## src/rtl/ppf_pkg.sv

```systemverilog
// Shared definitions for the polyphase filter bank output path: rounding modes,
// output clamp limits and the ceil-log2 helper used for pointer/counter widths.
package ppf_pkg;

  typedef enum logic {
    RND_HALF_UP    = 1'b0,
    RND_CONVERGENT = 1'b1
  } rnd_mode_e;

  localparam int     PPF_DOUT_WIDTH = 16;
  localparam longint SAT_MAX = (longint'(1) <<< (PPF_DOUT_WIDTH - 1)) - 1;
  localparam longint SAT_MIN = -(longint'(1) <<< (PPF_DOUT_WIDTH - 1));

  function automatic int clog2(input int n);
    int r;
    r = 0;
    while ((1 << r) < n) r++;
    return r;
  endfunction

endpackage

```

## src/rtl/ppf_out_stage_if.sv

```systemverilog
// AXI4-Stream sample channel leaving the filter bank output stage.
interface ppf_out_stage_if #(
  parameter int DOUT_WIDTH = 16
);
  logic signed [DOUT_WIDTH-1:0] tdata;
  logic                         tvalid;
  logic                         tready;
  logic                         tlast;

  modport master (output tdata, output tvalid, output tlast, input tready);
  modport slave  (input tdata, input tvalid, input tlast, output tready);
endinterface

```

## src/rtl/ppf_sync_fifo.sv

```systemverilog
// Synchronous first-word-fall-through FIFO; DEPTH must be a power of 2.
// A write into a full FIFO is accepted only when a read happens in the same cycle.
module ppf_sync_fifo
  import ppf_pkg::*;
#(
  parameter int WIDTH = 17,
  parameter int DEPTH = 8
) (
  input  logic                   clk,
  input  logic                   rst,
  input  logic                   wr_en,
  input  logic [WIDTH-1:0]       wr_data,
  input  logic                   rd_en,
  output logic [WIDTH-1:0]       rd_data,
  output logic                   full,
  output logic                   empty,
  output logic [clog2(DEPTH):0]  count
);
  localparam int AW = clog2(DEPTH);

  logic [WIDTH-1:0] mem [DEPTH];
  logic [AW-1:0]    wr_ptr;
  logic [AW-1:0]    rd_ptr;
  logic             wr_ok;
  logic             rd_ok;

  assign full    = (count == (AW+1)'(DEPTH));
  assign empty   = (count == '0);
  assign wr_ok   = wr_en && (!full || rd_en);
  assign rd_ok   = rd_en && !empty;
  assign rd_data = mem[rd_ptr];

  always_ff @(posedge clk) begin
    if (wr_ok) mem[wr_ptr] <= wr_data;
  end

  always_ff @(posedge clk) begin
    if (rst) begin
      wr_ptr <= '0;
      rd_ptr <= '0;
      count  <= '0;
    end else begin
      if (wr_ok) wr_ptr <= wr_ptr + 1'b1;
      if (rd_ok) rd_ptr <= rd_ptr + 1'b1;
      if (wr_ok && !rd_ok)      count <= count + 1'b1;
      else if (!wr_ok && rd_ok) count <= count - 1'b1;
    end
  end

endmodule

```

## src/rtl/ppf_out_stage.sv

```systemverilog
// Filter bank output stage: round by SHIFT, saturate to DOUT_WIDTH, frame-tag and
// buffer onto AXI4-Stream. Define PPF_OUT_CONVERGENT_EN for round-half-to-even.
module ppf_out_stage
  import ppf_pkg::*;
#(
  parameter int PIN_WIDTH   = 40,
  parameter int DOUT_WIDTH  = PPF_DOUT_WIDTH,
  parameter int SHIFT       = 15,
  parameter int NCHAN       = 64,
  parameter int FIFO_DEPTH  = 8,
  parameter int AFULL_LEVEL = 4
) (
  input  logic                        clk_i,
  input  logic                        rst_i,
  input  logic signed [PIN_WIDTH-1:0] p_in,
  input  logic                        p_vld_i,
  ppf_out_stage_if.master             m_axis,
  output logic                        afull_o,
  output logic                        sat_o,
  output logic                        ovf_o
);
`ifdef PPF_OUT_CONVERGENT_EN
  localparam rnd_mode_e RND_MODE = RND_CONVERGENT;
`else
  localparam rnd_mode_e RND_MODE = RND_HALF_UP;
`endif
  localparam int CW = clog2(NCHAN);
  localparam int AW = clog2(FIFO_DEPTH);
  localparam logic signed [PIN_WIDTH:0] HALF   = (PIN_WIDTH+1)'(longint'(1) <<< (SHIFT - 1));
  localparam logic signed [PIN_WIDTH:0] SAT_HI = (PIN_WIDTH+1)'(SAT_MAX);
  localparam logic signed [PIN_WIDTH:0] SAT_LO = (PIN_WIDTH+1)'(SAT_MIN);

  // One guard bit above PIN_WIDTH keeps the half-LSB addition from wrapping.
  function automatic logic signed [PIN_WIDTH:0] round_shift(input logic signed [PIN_WIDTH-1:0] x);
    logic signed [PIN_WIDTH:0] acc;
    acc = (PIN_WIDTH+1)'(x) + HALF;
    acc = acc >>> SHIFT;
    // On an exact tie the half-up result is k+1; clearing its LSB picks the even neighbour.
    if (RND_MODE == RND_CONVERGENT && x[SHIFT-1:0] == HALF[SHIFT-1:0]) acc[0] = 1'b0;
    return acc;
  endfunction

  function automatic logic sat_hit(input logic signed [PIN_WIDTH:0] r);
    return (r > SAT_HI) || (r < SAT_LO);
  endfunction

  function automatic logic signed [DOUT_WIDTH-1:0] saturate(input logic signed [PIN_WIDTH:0] r);
    if (r > SAT_HI)      return SAT_HI[DOUT_WIDTH-1:0];
    else if (r < SAT_LO) return SAT_LO[DOUT_WIDTH-1:0];
    else                 return r[DOUT_WIDTH-1:0];
  endfunction

  logic signed [PIN_WIDTH:0]    r_p1;
  logic                         vld_p1;
  logic signed [DOUT_WIDTH-1:0] d_p2;
  logic                         vld_p2;
  logic [CW-1:0]                chan;
  logic                         chan_last;
  logic [DOUT_WIDTH:0]          head;
  logic                         fifo_full;
  logic                         fifo_empty;
  logic [AW:0]                  occ;
  logic [AW:0]                  occ_next;
  logic                         rd_en;
  logic                         wr_ok;

  // Stage 1: round
  always_ff @(posedge clk_i) begin
    r_p1 <= round_shift(p_in);
    if (rst_i) vld_p1 <= 1'b0;
    else       vld_p1 <= p_vld_i;
  end

  // Stage 2: saturate
  always_ff @(posedge clk_i) begin
    d_p2 <= saturate(r_p1);
    if (rst_i) begin
      vld_p2 <= 1'b0;
      sat_o  <= 1'b0;
    end else begin
      vld_p2 <= vld_p1;
      if (vld_p1 && sat_hit(r_p1)) sat_o <= 1'b1;
    end
  end

  // FIFO write: channel tag, overflow and almost-full tracking
  assign chan_last = (chan == CW'(NCHAN - 1));
  assign rd_en     = m_axis.tvalid && m_axis.tready;
  assign wr_ok     = vld_p2 && (!fifo_full || rd_en);

  always_comb begin
    occ_next = occ;
    if (wr_ok && !rd_en)      occ_next = occ + 1'b1;
    else if (!wr_ok && rd_en) occ_next = occ - 1'b1;
  end

  always_ff @(posedge clk_i) begin
    if (rst_i) begin
      chan    <= '0;
      ovf_o   <= 1'b0;
      afull_o <= 1'b0;
    end else begin
      if (vld_p2) chan <= chan_last ? '0 : chan + 1'b1;
      if (vld_p2 && fifo_full && !rd_en) ovf_o <= 1'b1;
      afull_o <= (occ_next >= (AW+1)'(AFULL_LEVEL));
    end
  end

  ppf_sync_fifo #(
    .WIDTH (DOUT_WIDTH + 1),
    .DEPTH (FIFO_DEPTH)
  ) u_fifo (
    .clk     (clk_i),
    .rst     (rst_i),
    .wr_en   (vld_p2),
    .wr_data ({chan_last, d_p2}),
    .rd_en   (rd_en),
    .rd_data (head),
    .full    (fifo_full),
    .empty   (fifo_empty),
    .count   (occ)
  );

  // Head entry is forced to zero while empty so idle tdata/tlast read as 0.
  assign m_axis.tvalid = !fifo_empty;
  assign m_axis.tdata  = fifo_empty ? '0 : head[DOUT_WIDTH-1:0];
  assign m_axis.tlast  = !fifo_empty && head[DOUT_WIDTH];

endmodule

```

## src/flat_wrapper.sv

```systemverilog
// flat-port wrapper written by rule: the top's interface ports become plain ports
module ppf_out_stage_flat import ppf_pkg::*;
#(
  parameter int PIN_WIDTH   = 40,
  parameter int DOUT_WIDTH  = PPF_DOUT_WIDTH,
  parameter int SHIFT       = 15,
  parameter int NCHAN       = 64,
  parameter int FIFO_DEPTH  = 8,
  parameter int AFULL_LEVEL = 4
)
  (clk_i, rst_i, p_in, p_vld_i, afull_o, sat_o, ovf_o, m_axis_tdata, m_axis_tvalid, m_axis_tlast, m_axis_tready);
  ppf_out_stage_if #(.DOUT_WIDTH(DOUT_WIDTH)) m_axis_i ();
  input  logic clk_i;
  input  logic rst_i;
  input  logic signed [PIN_WIDTH-1:0] p_in;
  input  logic p_vld_i;
  output logic afull_o;
  output logic sat_o;
  output logic ovf_o;
  output wire logic [$bits(m_axis_i.tdata)-1:0] m_axis_tdata;
  output wire logic [$bits(m_axis_i.tvalid)-1:0] m_axis_tvalid;
  output wire logic [$bits(m_axis_i.tlast)-1:0] m_axis_tlast;
  input wire logic [$bits(m_axis_i.tready)-1:0] m_axis_tready;
  assign m_axis_tdata = m_axis_i.tdata;
  assign m_axis_tvalid = m_axis_i.tvalid;
  assign m_axis_tlast = m_axis_i.tlast;
  assign m_axis_i.tready = m_axis_tready;
  ppf_out_stage #(.PIN_WIDTH(PIN_WIDTH), .DOUT_WIDTH(DOUT_WIDTH), .SHIFT(SHIFT), .NCHAN(NCHAN), .FIFO_DEPTH(FIFO_DEPTH), .AFULL_LEVEL(AFULL_LEVEL)) u_core (.clk_i(clk_i), .rst_i(rst_i), .p_in(p_in), .p_vld_i(p_vld_i), .m_axis(m_axis_i), .afull_o(afull_o), .sat_o(sat_o), .ovf_o(ovf_o));
endmodule
```

## config.mk

```make
export PLATFORM = sky130hd
export DESIGN_NAME = ppf_out_stage_flat
export DESIGN_NICKNAME = d
export VERILOG_FILES = /design/src/rtl/ppf_pkg.sv /design/src/rtl/ppf_out_stage_if.sv /design/src/rtl/ppf_sync_fifo.sv /design/src/rtl/ppf_out_stage.sv /design/src/flat_wrapper.sv
export SDC_FILE = /design/constraint.sdc
export NUM_CORES = 1
export LEC_CHECK = 0
export BUFFER_PORTS_ARGS = -buffer_cell sky130_fd_sc_hd__buf_2
export CORE_ASPECT_RATIO = 1.5
export CORE_MARGIN = 2
export CORE_UTILIZATION = 60
export CTS_CLUSTER_SIZE = 28
export DETAILED_ROUTE_END_ITERATION = 6
export PLACE_DENSITY = 0.82
export SLEW_MARGIN = 10
export SYNTH_ARGS = -nofsm -noshare
export SYNTH_HDL_FRONTEND = slang
export SYNTH_HIERARCHICAL = 1
export SYNTH_SLANG_ARGS = --single-unit
export TNS_END_PERCENT = 100
```

## constraint.sdc

```tcl
create_clock -name clk_i -period 8.6 [get_ports clk_i]
set_input_delay 0.43 -clock clk_i [delete_from_list [all_inputs] [get_ports clk_i]]
set_output_delay 0.43 -clock clk_i [all_outputs]
set_load 0.05 [all_outputs]
```

==> results by group <==
Run status
  – Status: complete, no violations

Routing
  – Vias per Instance: 5.87
  – DR pass1 iterations: 5
  – Drt total wl: 13.9 mm
  – Iter 0 DRT Violations: 294
  – Routed len/inst: 19.8 µm
  – Via count: 4138
  – Antenna Nets Post-Route: 0
  – Drt drc: 0

Synthesis
  – Synth warn: 6
  – Syn Area/Cell: 16.6 µm²
  – Syn Std Cell Area: 0.00787 mm²
  – Synthesized Nets: 527
  – Synth unique cells: 46
  – Sequential fraction of the synthesis area: 0.687
  – #FFs+latches synth: 202
  – Number of cells produced by synthesis: 475

Layout
  – Area of the multi-input gates: 0.00238 mm²
  – Fill cell count: 818
  – Syn-to-layout area delta: 13.2%
  – Post-Route Utilization: 0.691
  – Post-route cell area: 0.00890 mm²
  – N_diodes: 0
  – Net count, final: 588
  – Fin cells: 705
  – Sequential cell area: 0.00541 mm²
  – Share of layout cells above drive strength 1: 0.284

Clock network
  – Clock-pin slew on the worst setup and hold paths: 0.07 ns
  – Clock latency at the later pin of the worst-skew pair: 0.47 ns
  – Inserted Clock Buffers: 17
  – Root Buffer: clkbuf_16
  – H-tree Lvls: 1
  – CTS tree: done
  – Number of gates resized after CTS: 0
  – Post-CTS Setup Bufs: 0
  – Cts hold-fix bufs: 0
  – Num Clock Sinks: 202
  – CTS Buffer Depth: 3

Min path
  – HP Start: p_in[38]
  – Min-delay worst type: in2reg

Floorplanning
  – IO Count: 65
  – Die X: 97.5 µm
  – Initial Util: 0.610
  – Die Ht: 144 µm
  – DIE AREA: 0.0141 mm²
  – Row cnt: 51
  – Core Area: 0.0129 mm²

Timing
  – Post-route minimum period: 3.04 ns
  – Final hold vios: 0
  – Part of the cycle the worst path needs: 0.353
  – Max-slew headroom: 0.276
  – Worst slew pin tran: 1.08 ns
  – Unrepaired setup endpoints after global routing: false
  – F_max: 329 MHz
  – Slew Viols, Final: 0
  – Setup TNS: 0 ns
  – Final setup viols: 0
  – Clk_skew: 0.00677 ns

Global routing
  – Initial antenna violation count: 0
  – First-pass GRT wire length: 22.1 mm
  – Largest net degree at the start of global routing: 35
  – Vias in the first global route: 4148
  – GRT Total Usage: 0.203
  – GRT overflow: 0

Job
  – Max cap viols: 0

Placement
  – Buffers on Ports: 50
  – DP HPWL: 8.74 mm
  – Dpl cells: 676
  – GP Congestion: 0.779
  – Area after DPL: 0.00834 mm²

Power and ir drop
  – P_leak: 3.13 nW
  – Peak VDD IR: 0.192 mV
  – Post-layout power: 2.57 mW
  – P per Cell Area: 288 mW/mm²

Worst setup path
  – R2R setup slack: 5.69 ns
  – Setup crit end kind: output port
  – Critical path type: reg2out
  – Critical path arrival: 2.61 ns
  – CP startpoint kind: flop
  – Reg2Reg Launch Point: u_core/u_fifo/count[0]
  – Crit-path max FO: 34
  – WP data required: 8.17 ns
==> final cells by class <==
class                      instances  area share
sequential                       202       0.607
multi-input combinational        247       0.267
tap                              159      0.0223
clock inverter                     5     0.00337
inverter                           8     0.00337
timing repair buffer              60      0.0365
clock buffer                      24      0.0601
==> registers in the layout (all words and copies together), names as in the netlist, named ones only <==
signal and flops:
u_core/chan 6, u_core/u_fifo/wr_ptr 3, u_core/r_p1 26, u_core/vld_p2 1
u_core/ovf_o 1, u_core/afull_o 1, u_core/u_fifo/mem 136, u_core/sat_o 1
u_core/u_fifo/count 4, u_core/d_p2 16, u_core/u_fifo/rd_ptr 3, u_core/vld_p1 1
==> power breakdown <==
group | switching (mW) | internal, mW | total (mW)
Sequential | 0.0435 | 1.07 | 1.12
Clock | 0.325 | 0.437 | 0.762
Combinational | 0.446 | 0.242 | 0.688
==> logic make-up after synthesis <==
logic type	Yosys count	share of synthesized area
muxes	57	0.129
DFF	202	0.687
and+or+nand+nor	116	0.0843
AOI/OAI and AO/OA	32	0.0331
xor gates and xnor gates	34	0.0379
buffers and inverters	26	0.0145
adders and majority gates	8	0.0137
==> through the flow <==
stage / worst slack, ns / hold WS (ns)
floorplan: 5.41 / 0.403
global placement: 5.88 / 0.383
detailed placement: 5.75 / 0.392
CTS: 5.51 / 0.158
global route: 5.38 / 0.172
finish: 5.56 / 0.174
==> path summary, 6_finish.rpt <==
kind / endpoint / cells after the start
setup / recovery: m_axis_tdata[15] / 5
hold / removal: u_core/r_p1[23] / 2
setup reg to reg: u_core/u_fifo/count[3] / 11
hold reg to reg: u_core/d_p2[15] / 0
==> worst max-delay path, stage by stage, from the launching register on <==
cell and delay (ns):
dfxtp_2 0.32, buf_4 0.53, mux4_2 0.61, mux2_2 0.30, nor2b_1 0.13, buf_2 0.21
==> synth_stat cells, drive strengths merged <==
master / n / area [µm²]
dfxtp: 66 / 1320
xnor2: 22 / 193
a21oi: 4 / 23.8
or4: 1 / 7.51
or4b: 1 / 13.8
clkbuf: 9 / 35.0
o41ai: 2 / 32.5
edfxtp: 136 / 4080
a221oi: 1 / 8.76
mux2: 18 / 203
ha: 7 / 87.6
o41a: 1 / 11.3
nor3b: 1 / 7.51
nor3: 4 / 20.0
nand4: 13 / 103
inv: 8 / 30.0
nor2b: 21 / 131
nand3: 15 / 80.1
and3: 4 / 25.0
nand2: 12 / 45.0
o21a: 2 / 22.5
o21ai: 1 / 5.00
mux4: 34 / 766
o211ai: 1 / 7.51
xor2: 12 / 105
nand2b: 5 / 38.8
nor2: 33 / 124
nor4: 5 / 61.3
buf: 9 / 48.8
a31oi: 3 / 18.8
fa: 1 / 20.0
a41o: 1 / 10.0
a211oi: 1 / 7.51
and2: 1 / 6.26
mux2i: 5 / 50.1
a21o: 15 / 113
==> metal layers <==
metal  vias to the layer above  wire, µm  global-route usage  share of wire
met4                         0       263              0.0548          0.019
met5                         -         0                   0              0
met3                        20       657              0.0271          0.047
met1                      2069      5510               0.253           0.40
met2                       130      7500               0.375           0.54
li1                       1919         -                   -              -
==> layout by cell type (no fill, tap or decap), types with 5 or more instances in the layout <==
master	instances
a21o_1	15
buf_2	50
buf_4	10
clkbuf_16	20
dfxtp_1	64
edfxtp_1	136
ha_1	7
inv_1	8
mux2_2	18
mux2i_1	5
mux4_2	34
nand2_1	12
nand3_1	14
nand4_1	11
nor2_1	33
nor2b_1	21
xnor2_1	22
xor2_1	12
No activity file was read; power rests on OpenSTA's default activity.
